### src/rtl/calc_pkg.sv
// Shared types, instruction field layout and the fixed program ROM for the calculator.
package calc_pkg;

  localparam int unsigned DATA_W    = 8;
  localparam int unsigned INSTR_W   = 22;
  localparam int unsigned IM_ADDR_W = 4;
  localparam int unsigned TM_ADDR_W = 4;

  localparam int unsigned OP_LSB   = 18;
  localparam int unsigned A_LSB    = 10;
  localparam int unsigned B_LSB    = 2;
  localparam int unsigned MASK_LSB = 0;

  typedef enum logic [3:0] {
    OpNop  = 4'h0,
    OpAdd  = 4'h1,
    OpSub  = 4'h2,
    OpMul  = 4'h3,
    OpAnd  = 4'h4,
    OpOr   = 4'h5,
    OpXor  = 4'h6,
    OpCat  = 4'h7,
    OpHalt = 4'hF
  } opcode_e;

  typedef enum logic [2:0] {
    StIdle    = 3'd0,
    StFetch   = 3'd1,
    StDecode  = 3'd2,
    StExecute = 3'd3,
    StWrite   = 3'd4,
    StHalt    = 3'd5
  } state_e;

  localparam logic [INSTR_W-1:0] HALT_WORD = {4'hF, 18'd0};

  localparam logic [INSTR_W-1:0] ROM_CONTENTS [16] = '{
    {4'h7, 8'hBA, 8'h12, 2'b11},
    {4'h7, 8'h1D, 8'h1D, 2'b11},
    {4'h1, 8'h10, 8'h0D, 2'b11},
    {4'h1, 8'h8E, 8'h8D, 2'b11},
    HALT_WORD, HALT_WORD, HALT_WORD, HALT_WORD,
    HALT_WORD, HALT_WORD, HALT_WORD, HALT_WORD,
    HALT_WORD, HALT_WORD, HALT_WORD, HALT_WORD
  };

  // Only opcodes 1..7 produce a result worth storing; 0 and 8..E behave as NOP.
  function automatic logic op_writes(input logic [3:0] op);
    return (op >= 4'h1) && (op <= 4'h7);
  endfunction

  function automatic logic [15:0] alu(input logic [3:0] op, input logic [DATA_W-1:0] a,
                                      input logic [DATA_W-1:0] b);
    logic [15:0] r;
    r = '0;
    case (op)
      4'h1:    r = {7'd0, ({1'b0, a} + {1'b0, b})};
      4'h2:    r = {8'd0, a} - {8'd0, b};
      4'h3:    r = {8'd0, a} * {8'd0, b};
      4'h4:    r = {8'd0, a & b};
      4'h5:    r = {8'd0, a | b};
      4'h6:    r = {8'd0, a ^ b};
      4'h7:    r = {a, b};
      default: r = '0;
    endcase
    return r;
  endfunction

endpackage

### src/rtl/calc_trans_mem.sv
// 16x8 transaction memory: synchronous write port A, registered read port B, cleared on reset.
module calc_trans_mem #(
  parameter int unsigned AddrW = 4,
  parameter int unsigned DataW = 8
) (
  input  logic             clk_i,
  input  logic             rst_i,
  input  logic             wen_a_i,
  input  logic [AddrW-1:0] addr_a_i,
  input  logic [DataW-1:0] din_a_i,
  input  logic             ren_b_i,
  input  logic [AddrW-1:0] addr_b_i,
  output logic [DataW-1:0] dout_b_o
);

  localparam int unsigned Depth = 1 << AddrW;

  logic [DataW-1:0] mem_q [Depth];
  logic [DataW-1:0] dout_q;

  // Read samples the pre-write contents, so a same-address collision returns old data.
  always_ff @(posedge clk_i) begin
    if (rst_i) begin
      for (int i = 0; i < Depth; i++) mem_q[i] <= '0;
      dout_q <= '0;
    end else begin
      if (wen_a_i) mem_q[addr_a_i] <= din_a_i;
      if (ren_b_i) dout_q <= mem_q[addr_b_i];
    end
  end

  assign dout_b_o = dout_q;

endmodule

### src/rtl/top.sv
// Programmable calculator: controller FSM runs the fixed ROM program through the ALU and
// stores result bytes into two transaction memories.
module top
  import calc_pkg::*;
(
  input  logic        clock,
  input  logic        reset,
  input  logic [3:0]  Trans_Mem1_ADDRB,
  input  logic        Trans_Mem1_RENB,
  input  logic [3:0]  Trans_Mem2_ADDRB,
  input  logic        Trans_Mem2_RENB,
  output logic [7:0]  Trans_Mem1_DOUTB,
  output logic [7:0]  Trans_Mem2_DOUTB,
  output logic [2:0]  controller_state,
  output logic [21:0] current_instruction,
  output logic        IN_MEM_CNT_EN,
  output logic        TM_MEM1_CNT_EN,
  output logic        TM_MEM2_CNT_EN
);

  state_e                 state_q, state_d;
  logic [IM_ADDR_W-1:0]   pc_q;
  logic [TM_ADDR_W-1:0]   wp1_q, wp2_q;
  logic [INSTR_W-1:0]     rom_q, instr_q;
  logic [15:0]            result_q;

  logic [3:0]        op;
  logic [DATA_W-1:0] opa, opb;
  logic [1:0]        mask;
  logic              in_en, tm1_en, tm2_en;

  assign op   = instr_q[OP_LSB +: 4];
  assign opa  = instr_q[A_LSB +: DATA_W];
  assign opb  = instr_q[B_LSB +: DATA_W];
  assign mask = instr_q[MASK_LSB +: 2];

  always_comb begin
    state_d = state_q;
    in_en   = 1'b0;
    tm1_en  = 1'b0;
    tm2_en  = 1'b0;
    case (state_q)
      StIdle:    state_d = StFetch;
      StFetch:   state_d = StDecode;
      StDecode:  state_d = StExecute;
      StExecute: state_d = (op == OpHalt) ? StHalt : StWrite;
      StWrite: begin
        in_en   = 1'b1;
        tm1_en  = op_writes(op) && mask[0];
        tm2_en  = op_writes(op) && mask[1];
        // The last ROM slot never wraps back to 0.
        state_d = (pc_q == '1) ? StHalt : StFetch;
      end
      StHalt:    state_d = StHalt;
      default:   state_d = StIdle;
    endcase
  end

  always_ff @(posedge clock) begin
    if (reset) begin
      state_q  <= StIdle;
      pc_q     <= '0;
      wp1_q    <= '0;
      wp2_q    <= '0;
      rom_q    <= '0;
      instr_q  <= '0;
      result_q <= '0;
    end else begin
      state_q <= state_d;
      if (state_q == StFetch)   rom_q    <= ROM_CONTENTS[pc_q];
      if (state_q == StDecode)  instr_q  <= rom_q;
      if (state_q == StExecute) result_q <= alu(op, opa, opb);
      if (in_en && (pc_q != '1)) pc_q <= pc_q + 1'b1;
      if (tm1_en) wp1_q <= wp1_q + 1'b1;
      if (tm2_en) wp2_q <= wp2_q + 1'b1;
    end
  end

  calc_trans_mem #(
    .AddrW(TM_ADDR_W),
    .DataW(DATA_W)
  ) u_mem1 (
    .clk_i   (clock),
    .rst_i   (reset),
    .wen_a_i (tm1_en),
    .addr_a_i(wp1_q),
    .din_a_i (result_q[7:0]),
    .ren_b_i (Trans_Mem1_RENB),
    .addr_b_i(Trans_Mem1_ADDRB),
    .dout_b_o(Trans_Mem1_DOUTB)
  );

  calc_trans_mem #(
    .AddrW(TM_ADDR_W),
    .DataW(DATA_W)
  ) u_mem2 (
    .clk_i   (clock),
    .rst_i   (reset),
    .wen_a_i (tm2_en),
    .addr_a_i(wp2_q),
    .din_a_i (result_q[15:8]),
    .ren_b_i (Trans_Mem2_RENB),
    .addr_b_i(Trans_Mem2_ADDRB),
    .dout_b_o(Trans_Mem2_DOUTB)
  );

  assign controller_state    = state_q;
  assign current_instruction = instr_q;
  assign IN_MEM_CNT_EN       = in_en;
  assign TM_MEM1_CNT_EN      = tm1_en;
  assign TM_MEM2_CNT_EN      = tm2_en;

endmodule

### config.mk
export PLATFORM = sky130hd
export DESIGN_NAME = top
export DESIGN_NICKNAME = d
export VERILOG_FILES = /design/src/rtl/calc_pkg.sv /design/src/rtl/calc_trans_mem.sv /design/src/rtl/top.sv
export SDC_FILE = /design/constraint.sdc
export NUM_CORES = 1
export LEC_CHECK = 0
export CORE_UTILIZATION = 60
export CTS_BUF_LIST = sky130_fd_sc_hd__clkbuf_4 sky130_fd_sc_hd__clkbuf_8
export DETAILED_ROUTE_END_ITERATION = 12
export GPL_TIMING_DRIVEN = 0
export PLACE_DENSITY = 0.78
export SYNTH_ARGS = -nofsm -noshare
export SYNTH_HDL_FRONTEND = slang
export SYNTH_SLANG_ARGS = --single-unit
### constraint.sdc
create_clock -name clock -period 2.7 [get_ports clock]
set_input_delay 0.54 -clock clock [delete_from_list [all_inputs] [get_ports clock]]
set_output_delay 0.54 -clock clock [all_outputs]
set_load 0.01 [all_outputs]
# After elaboration in Yosys (flattened, before gate mapping)
# Memory sizes are Yosys's and may differ from the RTL's. A register that Yosys moved wholly into a read port is not among the register bits.
# Index checks and enable logic that the tools add are counted.
dict set report op_classes {
  bitwise 4
  reduce_logical 7
  n_mul 1
  eq_ne 15
  order_cmp 2
  muxes 21
  addsub 5
}
# operator n
set ops {}
lappend ops {{16-bit one-hot mux with 7 select lines} 1}
lappend ops {{3-bit one-hot mux with 6 select lines} 1}
lappend ops {{4-bit by 3-bit equality test with 1-bit output, second input constant} 4}
lappend ops {{8-bit by 8-bit multiplier with 16-bit output} 1}
lappend ops {{8-bit two-way mux} 2}
lappend ops {{8-bit OR reduction} 2}
lappend ops {{1-bit two-way mux} 14}
lappend ops {{4-bit by 1-bit adder with 4-bit output, second input constant} 3}
lappend ops {{8-bit by 8-bit adder with 9-bit output} 1}
lappend ops {{8-bit by 8-bit subtractor with 9-bit output} 1}
lappend ops {{8-bit bitwise AND} 1}
lappend ops {{4-bit by 2-bit equality test with 1-bit output, second input constant} 2}
lappend ops {{4-bit equality test, second input constant} 2}
lappend ops {{4-bit two-way mux} 2}
lappend ops {{8-bit bitwise OR} 1}
lappend ops {{8-bit bitwise XOR} 1}
lappend ops {{3-bit by 2-bit equality test with 1-bit output, second input constant} 2}
lappend ops {{3-bit equality test, second input constant} 2}
lappend ops {{4-bit NOT with 5-bit output} 1}
lappend ops {{4-bit by 1-bit equality test with 1-bit output, second input constant} 1}
lappend ops {{4-bit by 1-bit >= comparator with 1-bit output, second input constant} 1}
lappend ops {{4-bit by 3-bit less-or-equal comparator with 1-bit output, second input constant} 1}
lappend ops {{1-bit logical AND} 4}
lappend ops {{4-bit != test, second input constant} 1}
lappend ops {{other kinds (3)} 3}
dict set report totals {
  n_memories 3
  output_inout_bits 44
  mem_bits_rw 256
  word_cells 64
  reg_bits 53
  rom_bits 352
  inputBits 12
}
# memory words word_bits read_ports rd_clocked_by_memory_dff write_ports line_no
set mem_list {}
lappend mem_list {{(name not given)} 16 22 1 1 0 top.sv:70} ;# if (state_q == StFetch) rom_q <= ROM_CONTENTS[pc_q];
lappend mem_list {u_mem1.mem_q 16 8 1 1 16 calc_trans_mem.sv:18} ;# logic [DataW-1:0] mem_q [Depth];
lappend mem_list {u_mem2.mem_q 16 8 1 1 16 calc_trans_mem.sv:18}

# Logic depth before layout (Yosys ltp)
# Gate-level depths: netlist of the first run.
dict set report depth {
  depth_word 9
  depth_mapped 7
}

# Hierarchy
# Synthesis of the first run repeated with hierarchy kept, for this count alone.
dict set report hier_totals {
  cells_unflattened 1274
  hier_area_um2 15299.7
}
# module cells_per_inst instances area_each_um2
set modules_own_cells {}
lappend modules_own_cells {{calc_trans_mem (u_mem1)} 471 1 6247.2}
lappend modules_own_cells {{calc_trans_mem (u_mem2)} 471 1 6238.5}
lappend modules_own_cells {top 332 1 2813.9}

# Worst setup path before layout of the first run
# Ideal clock, no wire load.
dict set report synth_path {
  path_type {register to register}
  from {reg state_q[2], in the netlist controller_state[2]}
  to {mem u_mem1.mem_q[12][0], enable pin}
  stages_incl_launch_ff 7
  n_path_buf 1
  required_ns 2.371
  slack_ns 0.402
  period_less_slack_ns 2.298
  t_arrival_ns 1.969
  path_cell_list {dfxtp_1 > or3b_1 > clkinv_2 > nand3_4 > buf_6 > nor4b_4 > or2_1}
}
# element line_no
set synth_rtl {}
lappend synth_rtl {{start: declaration} top.sv:21} ;# state_e state_q, state_d;
lappend synth_rtl {{start signal: assignment} top.sv:61} ;# state_q <= StIdle;
lappend synth_rtl {{start signal: assignment} top.sv:69} ;# state_q <= state_d;
lappend synth_rtl {{end: declaration} calc_trans_mem.sv:18}

# Worst setup path in the final report of the first run
dict set report layout_path {
  from {reg state_q[0], in the netlist controller_state[0]}
  to {out TM_MEM2_CNT_EN}
}
dict set report layout_between {
  elab_chain_cells 2
}
# element line_no
set layout_rtl {}
lappend layout_rtl {{3-bit equality test} top.sv:42} ;# case (state_q)
lappend layout_rtl {{1-bit two-way mux} top.sv:42}
lappend layout_rtl {{end: declaration} top.sv:18} ;# output logic TM_MEM2_CNT_EN
# Every way passes these cells.

==> results of run 1 <==
-- timing repair --
action,CTS,global route
endpoints found under the setup margin,155,163
cloned,0,0
gates resized for setup,20,20
setup buffers,3,0
pin swaps,2,2
-- synth_stat cells (3+ instances only) --
cell type / instances
sky130_fd_sc_hd__a211oi_1: 4
sky130_fd_sc_hd__a21oi_1: 47
sky130_fd_sc_hd__a22oi_1: 57
sky130_fd_sc_hd__and2_1: 259
sky130_fd_sc_hd__buf_1: 16
sky130_fd_sc_hd__buf_2: 6
sky130_fd_sc_hd__buf_4: 11
sky130_fd_sc_hd__clkbuf_1: 49
sky130_fd_sc_hd__dfxtp_1: 73
sky130_fd_sc_hd__edfxtp_1: 256
sky130_fd_sc_hd__ha_1: 27
sky130_fd_sc_hd__inv_1: 25
sky130_fd_sc_hd__mux2i_1: 132
sky130_fd_sc_hd__nand2_1: 74
sky130_fd_sc_hd__nand2b_1: 11
sky130_fd_sc_hd__nand3_1: 54
sky130_fd_sc_hd__nand3b_1: 5
sky130_fd_sc_hd__nand4_1: 4
sky130_fd_sc_hd__nor2_1: 38
sky130_fd_sc_hd__nor2b_1: 8
sky130_fd_sc_hd__nor3_1: 4
sky130_fd_sc_hd__nor3_2: 6
sky130_fd_sc_hd__nor3_4: 6
sky130_fd_sc_hd__nor3b_1: 5
sky130_fd_sc_hd__nor4_1: 5
sky130_fd_sc_hd__nor4_4: 4
sky130_fd_sc_hd__nor4b_2: 5
sky130_fd_sc_hd__nor4b_4: 11
sky130_fd_sc_hd__o21ai_0: 4
sky130_fd_sc_hd__or2_1: 11
sky130_fd_sc_hd__or2_2: 24
sky130_fd_sc_hd__xnor2_1: 8
sky130_fd_sc_hd__xor2_1: 3
-- routing by layer --
metal | global-route usage [%] | vias up | routed length, um
met3 | 5.15 | 89 | 3370
li1 | - | 4779 | -
met4 | 10.2 | 0 | 1080
met2 | 46.5 | 450 | 17900
met5 | 0 | - | 0
met1 | 41.3 | 5091 | 16000
-- critical path: cells and delay by family, from the launching register on --
family	cells	cell delay (ps)
buffers and inverters	5	590
DFF	1	380
and+or+nand+nor	2	520
-- metrics by stage --
step	cells	power [mW]	utilization (%)	setup WS, ps	hold WS, ps
2_1_floorplan	1284	6.21	-	402	426
3_3_place_gp	1663	6.45	65.3	-601	434
3_5_place_dp	1663	6.47	65.3	-518	444
4_1_cts	1759	10.5	69.6	18.2	458
5_1_grt	1759	10.8	69.8	1.25	484
6_report	1759	10.6	69.8	60.3	457
-- sequential cells by signal (all words and copies together) (netlist names) --
register,count
current_instruction,13
rom_q,13
u_mem2.dout_b_o,8
u_mem2.mem_q,128
u_mem1.mem_q,128
result_q,16
wp1_q,4
wp2_q,4
pc_q,4
u_mem1.dout_b_o,8
controller_state,3
-- power by group --
| part | total, mW | leakage (nW) | switching, mW | internal, mW |
|---|---|---|---|---|
| clock | 4.16 | 0.543 | 1.93 | 2.23 |
| combinational | 0.701 | 3.08 | 0.438 | 0.264 |
| sequential | 5.69 | 3.23 | 0.0757 | 5.61 |
-- how the worst max path moves through the flow --
stage,cells after the start,startpoint,end,slack [ps]
after floorplan,6,controller_state[2],u_mem1.mem_q[12][0],400
after global routing,7,controller_state[2],TM_MEM2_CNT_EN,1
after global placement,6,reset,u_mem1.dout_b_o[7],-600
after CTS,7,controller_state[2],u_mem2.mem_q[13][6],20
after detailed placement,6,reset,u_mem1.dout_b_o[7],-520
final,7,controller_state[0],TM_MEM2_CNT_EN,60
-- area by class of cell --
class,instances,area [um2],share of cell area [%]
clock buffer,71,890,5.00
timing repair buffer,52,505,2.84
clock inverter,23,131,0.739
multi-input combinational,845,6190,34.8
tap,330,413,2.32
sequential,329,9160,51.5
inverter,26,106,0.598
buffer,83,395,2.22
-- cell usage in the layout, fill, tap and decap left out, drive strengths merged, types with 3 or more instances in the layout --
cell type,n
nor3,16
dfxtp,73
nor4b,16
a21oi,47
clkdlybuf4s50,47
nand2,74
or2,35
a211oi,4
nor4,9
inv,25
nor2b,8
buf,39
xnor2,8
o21ai,4
nand3b,5
and2,259
nand4,4
a22oi,57
nand3,55
mux2i,132
nand2b,11
nor3b,5
conb,3
edfxtp,256
nor2,38
clkinv,21
clkbuf,119
xor2,3
ha,27
-- cells by family (layout without fill, tap and decap cells) --
kind of cell | after synthesis | after routing
buf+inv | 110 | 255
compound gates | 128 | 128
simple gates | 541 | 541
mux | 134 | 134
fa+ha+maj | 28 | 28
xor+xnor | 11 | 11
other cells | 1 | 3
flops | 329 | 329
==> implementation parameters, run 1 <==
Parameter                              Value

Outcome
  Status ... finished clean

Critical path
  Critical path's most frequent cell ... sky130_fd_sc_hd__buf_4
  Worst r2r src ... controller_state[0]
  Cell with the largest stage delay on the worst path ... sky130_fd_sc_hd__or3b_4
  Worst Reg-to-Reg Cells ... 7
  Setup crit start kind ... flop
  Highest fanout seen on the critical path ... 10
  Cell-by-cell listing of the critical path ... or3b_4 -> clkinv_4 -> nand3_4 -> buf_12 -> clkinvlp_4 -> buf_4 -> buf_4
  Arrival time reported for the critical path endpoint ... 2100 ps
  Reg-to-Reg End ... u_mem1.mem_q[7][4]
  Category of the worst setup path capture point ... output port
  Worst setup slack for register-to-register paths ... approximately 70 ps
  WP data required ... around 2200 ps
  Critical Setup Path Class ... flop to output port
  Delay of the slowest cell on the worst path ... 430 ps

Synth
  Mean instance size in the synthesized netlist ... approximately 12 um2
  Top cell type by total area after synthesis ... sky130_fd_sc_hd__edfxtp_1
  Area share of the largest cell type after synthesis ... between 40 and 50%
  Number of instances in the synthesized netlist ... approximately 1,300
  Post-synthesis compound-gate area fraction ... about 5.4%
  Area fraction in and, or, nand and nor cells after synthesis ... a little over a fifth
  Number of register bits inferred by synthesis ... 329
  Proportion of register bits with asynchronous set or reset after synthesis ... 0%
  Largest cells by area after synthesis ... sky130_fd_sc_hd__edfxtp_1 49%, sky130_fd_sc_hd__and2_1 10%, sky130_fd_sc_hd__dfxtp_1 9.3%
  Commonest register cell after synthesis ... sky130_fd_sc_hd__edfxtp_1
  Main combinational cell family by area after synthesis ... simple AND/OR/NAND/NOR gates
  Yosys warning total ... 0
  Number of enable-type register cells in the synthesized netlist ... around 260
  Synth Area in XOR/XNOR ... less than 1%
  Count of unique library cells instantiated by Yosys ... 57
  Combined area of all synthesized cells ... around 16,000 um2
  Mux contribution to synthesized area ... under 10%
  Fraction of the mapped netlist area in adder cells ... under 10%
  Sequential-to-total area share from yosys stat ... between 50% and 60%

Global routing
  Wire length of the first global-routing pass ... around 58,000 um
  Initial antenna violation count ... 2
  Total GRT Usage ... 29.5%
  Grt total ovfl ... 0
  Maximum number of pins on one net before global-route repair ... 14
  Number of global-route vias before repair ... slightly above 10,000

Die
  Num rows ... 58
  Starting density of the core ... 61.7%
  Boundary pin count ... 56
  Die outline height ... ~160 um
  Area of the die ... 26,900 um2
  Die width ... roughly 160 um
  Core box area ... ~25,000 um2

Clocking
  Cell chosen for the clock root ... sky130_fd_sc_hd__clkbuf_8
  Clock Pin Slew Worst Setup and Hold Paths ... roughly 60 ps
  Clock latency of the later-clocked register in the worst-skew pair ... just under 600 ps
  CTS Buffer Depth ... 3
  Clock tree from TritonCTS ... built
  Total CTS buffers ... 51
  Quantity of hold-fixing buffers added after cts ... 0
  H-tree levels ... 2
  Number of sinks driven by the clock tree ... around 330

Placement
  IO Port Bufs ... 49
  Total cell area at the placement stage ... approximately 17,000 um2
  Final estimated routing congestion in global placement ... 0.909
  DP HPWL ... 26,500 um

STA
  Fraction of the cycle the final worst path needs ... a little over nine tenths
  Final sum of negative setup slack ... 0 ps
  Final setup violation count ... 0
  Final Critical Period ... about 2600 ps
  Least-Margin Pin Slew ... roughly 930 ps
  Final-report max-slew violation count ... 0
  Max-slew headroom at the worst pin ... 38.3%
  Clock skew after layout ... roughly 32 ps
  Upper clock frequency limit ... between 300 and 400 MHz
  RSZ-0062 raised after global routing ... false
  Count of final hold-check violations ... 0

Pwr
  Static Leak ... 6.86 nW
  Worst ir drop on vdd ... approximately 0.00046 V
  Power density over the cells ... 593 nW/um2

Drt
  Via total after detailed routing ... about 10,000
  Wire length per cell ... 21.8 um
  First-pass detailed-route iteration total ... 6
  Drt initial violations ... approximately 1,000
  Detailed-route vias per instance ... 5.92
  Total DRC errors in the routed layout ... 0
  Total wire length after detailed routing ... ~38,000 um
  ANT nets after route ... 0

Final layout
  Net count, final ... around 1,400
  Final design instance area without fill ... 17,800 um2
  Proportion of layout cells with a drive suffix above 1 ... about an eighth
  Layout area overhead ... 13.1%
  Filler cell count in the final layout ... between 1,500 and 2,000
  Count of antenna diodes in the layout ... 0

Hold path
  Worst hold start ... u_mem1.dout_b_o[4]
  Worst hold endpoint ... u_mem1.dout_b_o[4]
  Hold/Removal Path Class ... flop to flop
  Hold Path Depth ... 2

Flow run
  Max Cap Viol ... 0
(Power assumes the default switching activity.)
==> run 2, diff against run 1 <==
- RECOVER_POWER: default -> 25
==> run 2 against run 1 <==
Net effect:
- hold slack got worse by 5.2 ps
- sequential power barely moved
- wire length barely moved
- critical endpoint is now u_mem1.mem_q[5][0]
- utilization about the same
- count of clock-buffer cells in the layout is the same
- register-to-register slack about the same
- combinational power down 1%
- worst setup slack gained 6.3 ps
- critical path depth is 1 lower
- fmax rose by 0.24%
- critical path type is now flop to flop
==> implementation parameters, run 2 (synthesis results as in run 1) <==
Parameter                              Value

Outcome
  Status ... finished clean

Global routing
  Wire length of the first global-routing pass ... between 50,000 and 60,000 um
  Number of global-route vias before repair ... a little over 10,000
  Total GRT Usage ... between 20% and 30%
  Met2 layer usage reported by global route ... 46.5%
  Initial antenna violation count ... 2
  Met3 usage in global routing ... roughly 5%
  Gr busiest metal ... met2
  Grt total ovfl ... 0
  Met1 GRT Util ... approximately two fifths
  Maximum number of pins on one net before global-route repair ... 14

STA
  Count of final hold-check violations ... 0
  Clock skew after layout ... approximately 34 ps
  Max-slew headroom at the worst pin ... about two fifths
  Worst-case hold slack ... 452 ps
  Final Critical Period ... between 2000 and 3000 ps
  Upper clock frequency limit ... roughly 380 MHz
  RSZ-0062 raised after global routing ... false
  Final-report max-slew violation count ... 0
  Fraction of the cycle the final worst path needs ... a little over nine tenths
  Least-Margin Pin Slew ... 903 ps
  Final sum of negative setup slack ... 0 ps
  Final setup violation count ... 0

Final layout
  Net count, final ... around 1,400
  Proportion of layout cells with a drive suffix above 1 ... about an eighth
  Share of the core filled with cells in the final layout ... 69.8%
  Layout area overhead ... 13.1%
  Count of antenna diodes in the layout ... 0
  Most used cells in the layout excluding fill and tap cells ... 256 x sky130_fd_sc_hd__edfxtp_1, 200 x sky130_fd_sc_hd__and2_1, 132 x sky130_fd_sc_hd__mux2i_1
  Non-filler instance count after layout ... 1,759
  Most frequent standard cell in the layout excluding fill and tap cells ... sky130_fd_sc_hd__edfxtp_1
  Final design instance area without fill ... around 18,000 um2
  Largest registers ranked by flip-flop count ... u_mem1.mem_q: 128 flops, u_mem2.mem_q: 128 flops, result_q: 16 flops

Clocking
  Quantity of hold-fixing buffers added after cts ... 0
  Clock Pin Slew Worst Setup and Hold Paths ... around 60 ps
  Cell chosen for the clock root ... sky130_fd_sc_hd__clkbuf_8
  H-tree levels ... 2
  Clock latency of the later-clocked register in the worst-skew pair ... 590 ps
  Clock tree from TritonCTS ... built
  Total CTS buffers ... 51
  CTS Buffer Depth ... 3
  Number of sinks driven by the clock tree ... around 330

Placement
  Placed cell count ... between 1,500 and 2,000
  Final estimated routing congestion in global placement ... between 0.9 and 1
  DP HPWL ... approximately 26,000 um
  IO Port Bufs ... 49
  Total cell area at the placement stage ... roughly 17,000 um2

Die
  Core box area ... 25,500 um2
  Num rows ... 58
  Die outline height ... approximately 160 um
  Boundary pin count ... between 50 and 60
  Starting density of the core ... 61.7%
  Die width ... between 150 and 200 um
  Area of the die ... between 20,000 and 30,000 um2

Drt
  First-pass detailed-route iteration total ... 5
  Wire length per cell ... between 20 and 25 um
  Drt initial violations ... between 1,000 and 1,500
  Total DRC errors in the routed layout ... 0
  Total wire length after detailed routing ... 38,400 um
  Via total after detailed routing ... between 10,000 and 15,000
  Detailed-route vias per instance ... around 5.9
  ANT nets after route ... 0

Critical path
  Cell with the largest stage delay on the worst path ... sky130_fd_sc_hd__nor4b_2
  Setup crit start kind ... flop
  CP endpoint ... u_mem1.mem_q[5][0]
  Reg-to-Reg End ... u_mem1.mem_q[5][0]
  Launch point of the worst path ... controller_state[2]
  Delay of the slowest cell on the worst path ... 700 ps
  Worst r2r src ... controller_state[2]
  Arrival time reported for the critical path endpoint ... about 2900 ps
  Instance count on the critical path ... 6
  Worst path bufs/invs ... 2
  Critical Setup Path Class ... flop to flop
  WP data required ... 2950 ps
  Worst setup slack for register-to-register paths ... between 60 and 70 ps
  Worst Reg-to-Reg Cells ... 6
  Category of the worst setup path capture point ... flop
  Highest fanout seen on the critical path ... 9
  Cell-by-cell listing of the critical path ... or3b_4 -> clkinv_4 -> nand3_4 -> buf_4 -> nor4b_2 -> or2_2
  Family of cells with the greatest summed delay on the critical path ... simple AND/OR/NAND/NOR gates

Flow run
  Max Cap Viol ... 0

Hold path
  Hold/Removal Path Class ... flop to flop

Pwr
  Static Leak ... 6.86 nW
  Worst ir drop on vdd ... between 0.0004 and 0.0005 V
  Power density over the cells ... 593 nW/um2
-- run 2: changes by cell type in the layout (fill, tap and decap cells not counted) --
| cell | before | now |
|---|---|---|
| sky130_fd_sc_hd__and2_1 | 259 | 200 |
| sky130_fd_sc_hd__and2_0 | 0 | 59 |
| sky130_fd_sc_hd__nor3_4 | 8 | 7 |
| sky130_fd_sc_hd__nor3_1 | 4 | 5 |
| sky130_fd_sc_hd__clkbuf_1 | 46 | 48 |
| sky130_fd_sc_hd__dlygate4sd3_1 | 0 | 28 |
| sky130_fd_sc_hd__buf_1 | 16 | 14 |
| sky130_fd_sc_hd__clkdlybuf4s50_1 | 47 | 19 |
-- run 2: worst min-delay path by stage --
stage	from	to	slack, ps	depth (start not counted)
global route	rom_q[1]	current_instruction[1]	480	2
floorplan	rom_q[18]	rom_q[18]	430	2
detailed placement	u_mem2.dout_b_o[7]	u_mem2.dout_b_o[7]	440	2
global placement	rom_q[18]	rom_q[18]	430	2
CTS	u_mem1.dout_b_o[6]	u_mem1.dout_b_o[6]	460	2
finish	u_mem1.dout_b_o[4]	u_mem1.dout_b_o[4]	450	2
-- run 2: worst min-delay path: stages, from the launching register on --
cell                      delay, ps
sky130_fd_sc_hd__dfxtp_1        320
sky130_fd_sc_hd__nand2_1         50
sky130_fd_sc_hd__nand3_1         50
-- run 2: through the flow --
step,worst slack [ps],power [mW]
after floorplan,402,6.21
final,66.6,10.5
after detailed placement,-518,6.47
after CTS,18.2,10.5
after global placement,-601,6.45
after global routing,6.36,10.8
-- run 2: cell type report --
cell class	count	area [um2]
flip-flops and latches	329	9160
fillers	1804	7700
multi-input cells	845	6180
clock buffers	71	890
repair buffers	52	505
well taps	330	413
plain buffers	83	395
clock inverters	23	131
inverters	26	106
-- run 2: power breakdown --
group / internal, mW / switching [mW]
logic: 0.254 / 0.438
registers: 5.61 / 0.0746
clock network: 2.23 / 1.93
-- run 2: what timing repair did --
action                     CTS  global route
cloned                       0             0
buffers inserted             3             0
resized for setup           20            20
pin swaps                    2             2
setup endpoints to repair  155           163
-- run 2: routing by layer --
| layer | wire, um | part of all wire (%) |
|---|---|---|
| met5 | 0 | 0 |
| met4 | 1010 | 2.6 |
| met3 | 3580 | 9.3 |
| met2 | 18000 | 47 |
| met1 | 15800 | 41 |
==> run 3, diff against run 2 <==
- CORE_UTILIZATION: 60 -> 55
- PLACE_DENSITY: 0.78 -> 0.73
==> run 3 against run 2 <==
Net effect:
- die area is 9.0% higher
- non-clock buffer count stayed put
- flip-flop and latch count stayed put
- register-to-register slack hardly changed
- critical endpoint is now TM_MEM1_CNT_EN
==> implementation parameters, run 3 (synthesis results as in run 1) <==
Parameter                              Value

Outcome
  Status ... finished clean

Die
  Boundary pin count ... 56
  Area of the die ... roughly 29,000 um2
  Starting density of the core ... 56.3%
  Core box area ... between 20,000 and 30,000 um2
  Die width ... between 150 and 200 um
  Num rows ... roughly 60
  Die outline height ... 171 um

Clocking
  Clock tree from TritonCTS ... built
  H-tree levels ... 2
  CTS Buffer Depth ... 3
  Number of sinks driven by the clock tree ... 329
  Total CTS buffers ... 52
  Clock Pin Slew Worst Setup and Hold Paths ... 60 ps
  Cell chosen for the clock root ... sky130_fd_sc_hd__clkbuf_8
  Clock latency of the later-clocked register in the worst-skew pair ... roughly 580 ps

Final layout
  Largest registers ranked by flip-flop count ... u_mem1.mem_q: 128 flops, u_mem2.mem_q: 128 flops, result_q: 16 flops
  Most frequent standard cell in the layout excluding fill and tap cells ... sky130_fd_sc_hd__edfxtp_1
  Final design instance area without fill ... 17,900 um2
  Most used cells in the layout excluding fill and tap cells ... 256 x sky130_fd_sc_hd__edfxtp_1, 202 x sky130_fd_sc_hd__and2_1, 132 x sky130_fd_sc_hd__mux2i_1
  Share of the core filled with cells in the final layout ... a little under two thirds
  Layout area overhead ... 13.7%
  Net count, final ... 1,429
  Proportion of layout cells with a drive suffix above 1 ... between 10% and 20%

STA
  Upper clock frequency limit ... 380 MHz
  RSZ-0062 raised after global routing ... false
  Count of final hold-check violations ... 0
  Final setup violation count ... 0
  Final-report max-slew violation count ... 0
  Final sum of negative setup slack ... 0 ps
  Clock skew after layout ... roughly 19 ps
  Final Critical Period ... roughly 2600 ps
  Worst-case hold slack ... between 400 and 500 ps
  Fraction of the cycle the final worst path needs ... roughly 97%
  Max-slew headroom at the worst pin ... 37.4%
  Least-Margin Pin Slew ... around 940 ps

Drt
  Detailed-route vias per instance ... 5.66
  Wire length per cell ... roughly 21 um
  Total DRC errors in the routed layout ... 0
  First-pass detailed-route iteration total ... 6
  Drt initial violations ... roughly 750
  Total wire length after detailed routing ... 38,400 um
  Via total after detailed routing ... 10,300
  ANT nets after route ... 0

Global routing
  Gr busiest metal ... met2
  Grt total ovfl ... 0
  Met3 usage in global routing ... about 5%
  Met1 GRT Util ... between 30% and 40%
  Wire length of the first global-routing pass ... about 57,000 um
  Number of global-route vias before repair ... approximately 10,000
  Maximum number of pins on one net before global-route repair ... 13
  Total GRT Usage ... a little over a quarter
  Met2 layer usage reported by global route ... around 43%
  Initial antenna violation count ... 2

Placement
  IO Port Bufs ... just under 50
  Final estimated routing congestion in global placement ... between 0.9 and 1
  DP HPWL ... about 26,000 um
  Total cell area at the placement stage ... around 17,000 um2

Pwr
  Power density over the cells ... about 600 nW/um2
  Static Leak ... just under 7 nW
  Worst ir drop on vdd ... between 0.0004 and 0.0005 V

Critical path
  Highest fanout seen on the critical path ... 10
  Category of the worst setup path capture point ... output port
  Critical Setup Path Class ... flop to output port
  Setup crit start kind ... flop
  WP data required ... roughly 2200 ps
  Arrival time reported for the critical path endpoint ... roughly 2100 ps

Flow run
  Max Cap Viol ... 0

Hold path
  Hold/Removal Path Class ... flop to flop
[run 3: changes by cell type in the layout (fill, tap and decap cells not counted), moves of 3 or more]
cell / change
sky130_fd_sc_hd__or2_1: +6
sky130_fd_sc_hd__clkbuf_4: +11
sky130_fd_sc_hd__or2_4: -6
sky130_fd_sc_hd__clkbuf_8: +3
sky130_fd_sc_hd__clkinv_1: -6
sky130_fd_sc_hd__clkinv_2: -4
[run 3: through the flow]
step / cells / setup WS (ps) / total power [mW]
after global routing: 1809 / 1.00 / 11.1
after floorplan: 1284 / 402 / 6.21
after CTS: 1809 / 6.84 / 10.8
after detailed placement: 1711 / -494 / 6.47
final: 1810 / 70.8 / 10.7
after global placement: 1711 / -479 / 6.46
[run 3: final cells by class]
class,instances,area (um2)
inverters,26,106
plain buffers,83,389
fillers,2156,10100
clock inverters,11,72.6
flip-flops and latches,329,9160
diodes,1,2.50
multi-input cells,845,6150
clock buffers,85,1010
repair buffers,52,510
well taps,378,473
[run 3: path summary, 6_finish.rpt]
kind / depth (start not counted) / slack, ps / endpoint / from
setup / recovery: 6 / 70 / TM_MEM1_CNT_EN / controller_state[0]
hold / removal: 2 / 450 / rom_q[18] / rom_q[18]
setup reg to reg: 7 / 70 / u_mem1.mem_q[1][6] / controller_state[0]
hold reg to reg: 2 / 450 / rom_q[18] / rom_q[18]
[run 3: worst max-delay path, stage by stage (launching register included)]
cell and delay [ps]:
sky130_fd_sc_hd__dfxtp_2 360, sky130_fd_sc_hd__or3b_4 440, sky130_fd_sc_hd__clkinv_4 100, sky130_fd_sc_hd__nand3_4 90, sky130_fd_sc_hd__buf_12 180, sky130_fd_sc_hd__clkinvlp_4 110, sky130_fd_sc_hd__clkdlybuf4s15_1 250
[run 3: what timing repair did]
item	in CTS	in global routing
pin swaps	1	0
hold buffers	0	0
gates resized for setup	17	9
endpoints found under the setup margin	118	36
buffers inserted	3	0
[run 3: power breakdown]
| group | internal (mW) | total [mW] | leakage, nW | switching, mW |
|---|---|---|---|---|
| clock | 2.46 | 4.36 | 0.586 | 1.90 |
| combinational | 0.249 | 0.681 | 3.07 | 0.432 |
| sequential | 5.61 | 5.69 | 3.23 | 0.0737 |
[run 3: layer usage]
layer  routed length, um  vias to the layer above
met2               18000                      393
met3                3070                       79
met5                   0                        -
met1               16300                     5003
li1                    -                     4775
met4                1070                        0
